### src/rtl/relay_register_bank.sv
// Relay-computer register bank: NUM_REGS registers loaded from ALU or data bus
// after a programmable settle delay, with a registered single-register bus select.
module relay_register_bank #(
  parameter int N             = 8,
  parameter int NUM_REGS      = 4,
  parameter int SETTLE_CYCLES = 2
) (
  input  logic                  clk,
  input  logic                  reset,
  input  logic [N-1:0]          alu_result,
  input  logic [N-1:0]          bus_in,
  input  logic [NUM_REGS-1:0]   ld,
  input  logic [NUM_REGS-1:0]   src_alu,
  input  logic [NUM_REGS-1:0]   sel,
  output logic [N-1:0]          bus_out,
  output logic                  bus_drive,
  output logic                  sel_conflict,
  output logic                  busy,
  output logic                  ld_dropped,
  output logic [NUM_REGS-1:0]   led_ld,
  output logic [NUM_REGS-1:0]   led_sel,
  output logic [NUM_REGS*N-1:0] regs_flat
);

  typedef enum logic [1:0] {IDLE, SETTLE, COMMIT} state_e;

  state_e                state_q, state_d;
  logic [3:0]            cnt_q, cnt_d;
  logic [NUM_REGS-1:0]   pend_q, pend_d;
  logic [NUM_REGS-1:0]   src_q, src_d;
  logic [N-1:0]          stage_alu_q, stage_alu_d;
  logic [N-1:0]          stage_bus_q, stage_bus_d;
  logic [N-1:0]          regs_q [NUM_REGS];
  logic [N-1:0]          regs_d [NUM_REGS];
  logic                  ld_dropped_q, ld_dropped_d;
  logic [N-1:0]          bus_out_q, bus_out_d;
  logic                  bus_drive_q, bus_drive_d;
  logic                  sel_conflict_q, sel_conflict_d;
  logic [NUM_REGS-1:0]   led_sel_q, led_sel_d;

  logic                  sel_onehot;
  logic [N-1:0]          sel_val;

  // Load FSM: sample sources on the request edge, commit after the settle delay.
  always_comb begin
    // NOTE: every variable gets a default before the case so no path leaves it
    // unassigned; otherwise synthesis infers a latch.
    state_d      = state_q;
    cnt_d        = cnt_q;
    pend_d       = pend_q;
    src_d        = src_q;
    stage_alu_d  = stage_alu_q;
    stage_bus_d  = stage_bus_q;
    regs_d       = regs_q;
    ld_dropped_d = 1'b0;

    case (state_q)
      IDLE: begin
        if (ld != '0) begin
          pend_d      = ld;
          src_d       = src_alu;
          stage_alu_d = alu_result;
          stage_bus_d = bus_in;
          cnt_d       = 4'(SETTLE_CYCLES - 1);
          state_d     = (SETTLE_CYCLES > 1) ? SETTLE : COMMIT;
        end
      end
      SETTLE: begin
        cnt_d = cnt_q - 4'd1;
        if (cnt_q <= 4'd1) state_d = COMMIT;
      end
      COMMIT: begin
        for (int i = 0; i < NUM_REGS; i++) begin
          if (pend_q[i]) regs_d[i] = src_q[i] ? stage_alu_q : stage_bus_q;
        end
        pend_d  = '0;
        state_d = IDLE;
      end
      default: state_d = IDLE;
    endcase

    if (state_q != IDLE && ld != '0) ld_dropped_d = 1'b1;
  end

  // Bus select reads contents as held before the edge, so a commit is seen one select later.
  always_comb begin
    sel_onehot = (sel != '0) && ((sel & (sel - NUM_REGS'(1))) == '0);
    sel_val    = '0;
    for (int i = 0; i < NUM_REGS; i++) begin
      if (sel[i]) sel_val = sel_val | regs_q[i];
    end
    bus_out_d      = sel_onehot ? sel_val : '0;
    bus_drive_d    = sel_onehot;
    sel_conflict_d = (sel != '0) && !sel_onehot;
    led_sel_d      = sel;
  end

  always_ff @(posedge clk) begin
    // NOTE: state uses non-blocking assignments so every flop samples the
    // pre-edge values regardless of statement order.
    if (reset) begin
      state_q        <= IDLE;
      cnt_q          <= '0;
      pend_q         <= '0;
      src_q          <= '0;
      stage_alu_q    <= '0;
      stage_bus_q    <= '0;
      for (int i = 0; i < NUM_REGS; i++) regs_q[i] <= '0;
      ld_dropped_q   <= 1'b0;
      bus_out_q      <= '0;
      bus_drive_q    <= 1'b0;
      sel_conflict_q <= 1'b0;
      led_sel_q      <= '0;
    end else begin
      state_q        <= state_d;
      cnt_q          <= cnt_d;
      pend_q         <= pend_d;
      src_q          <= src_d;
      stage_alu_q    <= stage_alu_d;
      stage_bus_q    <= stage_bus_d;
      regs_q         <= regs_d;
      ld_dropped_q   <= ld_dropped_d;
      bus_out_q      <= bus_out_d;
      bus_drive_q    <= bus_drive_d;
      sel_conflict_q <= sel_conflict_d;
      led_sel_q      <= led_sel_d;
    end
  end

  always_comb begin
    regs_flat = '0;
    for (int i = 0; i < NUM_REGS; i++) regs_flat[i*N +: N] = regs_q[i];
  end

  assign busy         = (state_q != IDLE);
  assign led_ld       = pend_q;
  assign ld_dropped   = ld_dropped_q;
  assign bus_out      = bus_out_q;
  assign bus_drive    = bus_drive_q;
  assign sel_conflict = sel_conflict_q;
  assign led_sel      = led_sel_q;

endmodule

### config.mk
export PLATFORM = sky130hd
export DESIGN_NAME = relay_register_bank
export DESIGN_NICKNAME = d
export VERILOG_FILES = /design/src/rtl/relay_register_bank.sv
export SDC_FILE = /design/constraint.sdc
export NUM_CORES = 1
export LEC_CHECK = 0
export ABC_AREA = 1
export CELL_PAD_IN_SITES_DETAIL_PLACEMENT = 0
export CELL_PAD_IN_SITES_GLOBAL_PLACEMENT = 2
export CORE_MARGIN = 5
export CORE_UTILIZATION = 29
export DETAILED_ROUTE_END_ITERATION = 8
export PLACE_DENSITY = 0.87
export SLEW_MARGIN = 5
export SYNTH_ARGS = -nofsm -noshare
export SYNTH_HDL_FRONTEND = slang
export SYNTH_SLANG_ARGS = --single-unit
### constraint.sdc
create_clock -name clk -period 2.2 [get_ports clk]
set_clock_uncertainty 0.1 [all_clocks]
set_input_delay 0.44 -clock clk [delete_from_list [all_inputs] [get_ports clk]]
set_output_delay 0.44 -clock clk [all_outputs]
set_load 0.01 [all_outputs]
==> After elaboration in Yosys (flattened, before gate mapping) <==
Index checks and enable logic that the tools add are counted.
{ "word_totals": {"regBits": 77, "latch_bits": 0, "mem_bits_rw": 0, "mem_bits_ro": 0, "in_bits": 30, "output_inout_bits": 52, "word_cells": 63, "mem_count": 0} }
{ "op_classes": {"add_sub_neg": 2, "multipliers": 0, "div": 0, "order_cmp": 1, "n_eq_ne": 4, "shift": 0, "n_mux": 16, "bitwise_logic": 5, "reduce_logical": 20} }
{ "op_table": {"columns": ["operator", "count"], "rows": [
  ["two-way mux 8 bit", 8],
  ["bitwise OR 8 bit", 3],
  ["one-hot mux 4 bit (2 select lines)", 2],
  ["AND reduction 2 bit", 8],
  ["two-way mux 4 bit", 2],
  ["nonzero test 4 bit", 2],
  ["subtractor 4 x 1 -> 4 bit, second input constant", 2],
  ["nonzero test 2 bit", 3],
  ["bitwise AND 4 bit", 1],
  ["less-or-equal comparator 4 x 1 -> 1 bit, second input constant", 1],
  ["zero test 4 bit", 1],
  ["two-way mux 2 bit", 2],
  ["!= test 2 bit, second input constant", 2],
  ["one-hot mux 2 bit (2 select lines)", 1],
  ["logical AND 1 bit", 3],
  ["equality test 2 x 1 -> 1 bit, second input constant", 1],
  ["equality test 2 bit, second input constant", 1],
  ["zero test 2 bit", 1],
  ["OR reduction 2 bit", 1],
  ["zero test 1 bit", 1],
  ["two-way mux 1 bit", 1],
  ["inverter 1 bit", 1]
]} }

==> Logic depth before layout (Yosys ltp) <==
Gate-level depths: netlist of run 1.
{ "depth": {"depth_word": 7, "depth_mapped": 7, "depth_no_buf": 6} }

==> Worst setup path after synthesis of run 1 <==
OpenSTA, ideal clock, no wires.
{ "synth_timing": {"path_type": "input -> register", "start": "input port reset", "end": "register led_sel_q[0] (netlist: led_sel[0])", "setup_ps": 128, "arrival_ps": 1047, "required_time_ps": 1972, "path_slack_ps": 925, "stages": 3, "n_path_buf": 2, "path_cell_list": "clkbuf_1 clkbuf_1 nor2_1"} }
{ "synth_lines": {"columns": ["item", "line_no", "source"], "rows": [
  ["from (decl)", "9", "input logic reset,"],
  ["to (signal assigned)", "126", "led_sel_q <= led_sel_d;"],
  ["to (decl)", "39", "logic [NUM_REGS-1:0] led_sel_q, led_sel_d;"]
]} }
No word-level cell between the ends.

==> Worst setup path in the final report of run 1 <==
{ "layout_timing": {"start": "register state_q[1]", "end": "output port busy"} }
{ "layout_between": {"elab_chain_cells": 1} }
{ "layout_lines": {"columns": ["item", "line_no", "source"], "rows": [
  ["from (decl)", "27", "state_e state_q, state_d;"],
  ["from (signal assigned)", "115", "state_q <= state_d;"],
  ["nonzero test 2 bit", "135", "assign busy = (state_q != IDLE);"],
  ["to (decl)", "18", "output logic busy,"]
]} }
Every way passes these cells.

==> impl_metrics.ini, run 1 <==
[outcome]
status = finished clean

[setup_path]
critPathMaxFanout = 3
ff2ff_path_depth = 6
start_kind = flop
path_class = flop to output pin
r2r-end = regs_flat[10]
required_ns = 1.66
r2r_setup_slack_ns = 0.45
timing.rr.start = state_q[1]
end_kind = output pin
critPathLaunch = state_q[1]
crit_arrival_ns = 1.42

[synth]
synth_fa_ha_area_frac = 0.00762
synth_top_family_by_area = compound AO/OA/AOI/OAI gates
netlist_area_um2 = 3290
synth_seq_cells = 77
avgSynthCellArea_um2 = 7.37
muxShareOfSynthArea = 0
synth_compound_area_frac = 0.212
synthXorXnorAreaFrac = 0
syn_nets = 478
ys_seq_area_frac = 0.469
yosys_warnings = 0
yosys.area_share.simple = 0.205
syn_inst = 446
synth_cell_type_count = 25

[global_route]
grt_first_pass_wirelength_um = 14900
first_global_vias = 2964
grt_use_total = 0.139
grt_max_degree = 38
overflow = 0
antenna_found_initial = 0

[run]
drv_cap = 0

[layout]
drive_gt1_frac = 0.0648
area_growth_pct = 37.4
fill_cells = 1157
n_antenna_cell = 0
fin_util = 0.411
nets = 553

[sta]
hold_viol = 0
drv_slew = 0
rsz0062_at_grt = no
worst_slew_pin_slew_ns = 0.518
max_slew_margin = 0.654
timing.final.crit_share = 0.889
fmax_ghz = 0.511
tns_ns = 0
period_minus_slack_ns = 1.96
setup_viol = 0

[clock_tree]
clock-root-buffer = clkbuf_16
cts_setup_buffers = 0
clockBufferDepth = 2
ctsHoldBuffers = 0
path_clk_slew_ns = 0.06
cts_tree = done
insertion_delay_ns = 0.33
htree_levels = 3
cts.sinks = 77
numCtsBuffers = 9
cts_resized = 0

[detailed_routing]
ant_nets = 0
remaining_drc_errors = 0
wirelength_um = 8920
dr.pass1.iters = 5
drt-vias-per-instance = 4.61
wire_per_inst_um = 13.4
wl_met2_um = 3730
vias = 3066
wl_met3_um = 688
wl_met1_um = 4380
top_layer_used = met4
dr.first_iter.drc_count = 140

[floorplanning]
ios = 82
num_rows = 38
start_util = 0.299
die_y_um = 116
die_area_um2 = 13600
core_area_um2 = 11000
chipWidth_um = 116

[place]
gp_congestion = 0.770
place_hpwl_um = 6950
io_buffers = 81

[worst_hold_path]
worstHoldEndpoint = stage_bus_q[7]
worstHoldPathType = flop to flop
hp-start = stage_bus_q[7]
holdPathStages = 2

[power_and_ir_drop]
ir_worst_vdd_mv = 0.496
p_per_area_nw_per_um2 = 838
leakage_nw = 1.66
## cells in the final DEF (no fill, tap or decap), types with 2 or more instances in the layout
| master | count |
|---|---|
| nor2_1 | 27 |
| nand3_1 | 40 |
| nand2_1 | 81 |
| o21ai_1 | 6 |
| buf_4 | 9 |
| clkinvlp_4 | 2 |
| clkdlybuf4s50_1 | 81 |
| clkbuf_16 | 9 |
| clkinv_1 | 3 |
| dfxtp_1 | 77 |
| o22ai_1 | 12 |
| bufinv_16 | 2 |
| inv_1 | 47 |
| ha_1 | 2 |
| nand2_4 | 3 |
| a21oi_1 | 58 |
| o21ai_0 | 55 |
## power breakdown
group          internal [mW]  total [mW]  switching, mW  leakage (nW)
Sequential              1.50        1.61          0.113         0.629
Combinational          0.281       0.644          0.363         0.885
Clock                  0.985        1.53          0.546         0.147
Total                   2.76        3.78           1.02          1.66
## layer usage
layer / up-vias / GRT usage
met5: - / 0
li1: 1617 / -
met1: 1340 / 0.202
met3: 8 / 0.0378
met2: 101 / 0.197
met4: 0 / 0.0472
## per-stage QoR
step	cells	power, mW	hold WS (ns)	area (um^2)	setup slack [ns]
floorplan	446	2.02	0.339	3290	0.925
global placement	650	2.27	0.351	4200	0.376
detailed placement	650	2.29	0.358	4200	0.352
CTS	665	3.82	0.367	4510	0.223
global route	665	3.99	0.384	4510	0.173
finish	665	3.78	0.362	4510	0.245
## worst max-delay path, cell delays in order, from the launching register on
cell and delay, ns:
dfxtp_1 0.41, nor2_4 0.06, inv_1 0.07, clkdlybuf4s50_1 0.54
## synthesized netlist by cell type, drive strengths merged
library cell,count,area share
nand2,84,0.10
a21oi,59,0.091
o211ai,1,0.0023
clkbuf,11,0.014
o21ai,62,0.096
nand3,41,0.064
inv,48,0.055
dfxtp,77,0.47
nor2,29,0.036
buf,16,0.035
nand4,1,0.0019
ha,2,0.0076
o22ai,12,0.023
clkinv,3,0.0034
## flip-flops by register name, indices dropped and copies added (netlist names)
signal / flops
led_ld: 4
sel_conflict: 1
ld_dropped: 1
regs_flat: 32
cnt_q: 4
led_sel: 4
stage_bus_q: 8
state_q: 2
stage_alu_q: 8
bus_drive: 1
src_q: 4
bus_out: 8
## how the worst max path moves through the flow
stage,end,slack [ns],depth (start not counted)
CTS,busy,0.22,3
finish,busy,0.24,3
floorplan,led_sel[0],0.93,3
global route,busy,0.17,3
detailed placement,bus_out[6],0.35,6
global placement,bus_out[3],0.38,7
## area by class of cell
cell class	count	area (um^2)	area share
Sequential cell	77	1540	0.341
Clock inverter	6	88.8	0.0197
Tap cell	140	175	0.0388
Multi-Input combinational cell	291	1390	0.309
Inverter	51	191	0.0424
Clock buffer	9	225	0.0499
Timing Repair Buffer	91	898	0.199
## cells by family after synthesis
group	count (synthesis)
simple gates	155
compound gates	134
buf+inv	78
flops	77
fa+ha+maj	2
(Power assumes the default switching activity.)
==> inputs of run 2 (changes only) <==
--- a/config.mk
+++ b/config.mk
@@ -6,6 +6,7 @@
 export NUM_CORES = 1
 export LEC_CHECK = 0
 export ABC_AREA = 1
+export CAP_MARGIN = 20
 export CELL_PAD_IN_SITES_DETAIL_PLACEMENT = 0
 export CELL_PAD_IN_SITES_GLOBAL_PLACEMENT = 2
 export CORE_MARGIN = 5
==> results of run 2 <==
Final layout, timing and power as in run 1 (identical DEF).
==> inputs of run 3 (changes only) <==
--- a/config.mk
+++ b/config.mk
@@ -12,6 +12,7 @@
 export CORE_MARGIN = 5
 export CORE_UTILIZATION = 29
 export DETAILED_ROUTE_END_ITERATION = 8
+export HOLD_SLACK_MARGIN = 0.15
 export PLACE_DENSITY = 0.87
 export SLEW_MARGIN = 5
 export SYNTH_ARGS = -nofsm -noshare
==> results of run 3 <==
Final layout, timing and power as in run 1 (identical DEF).
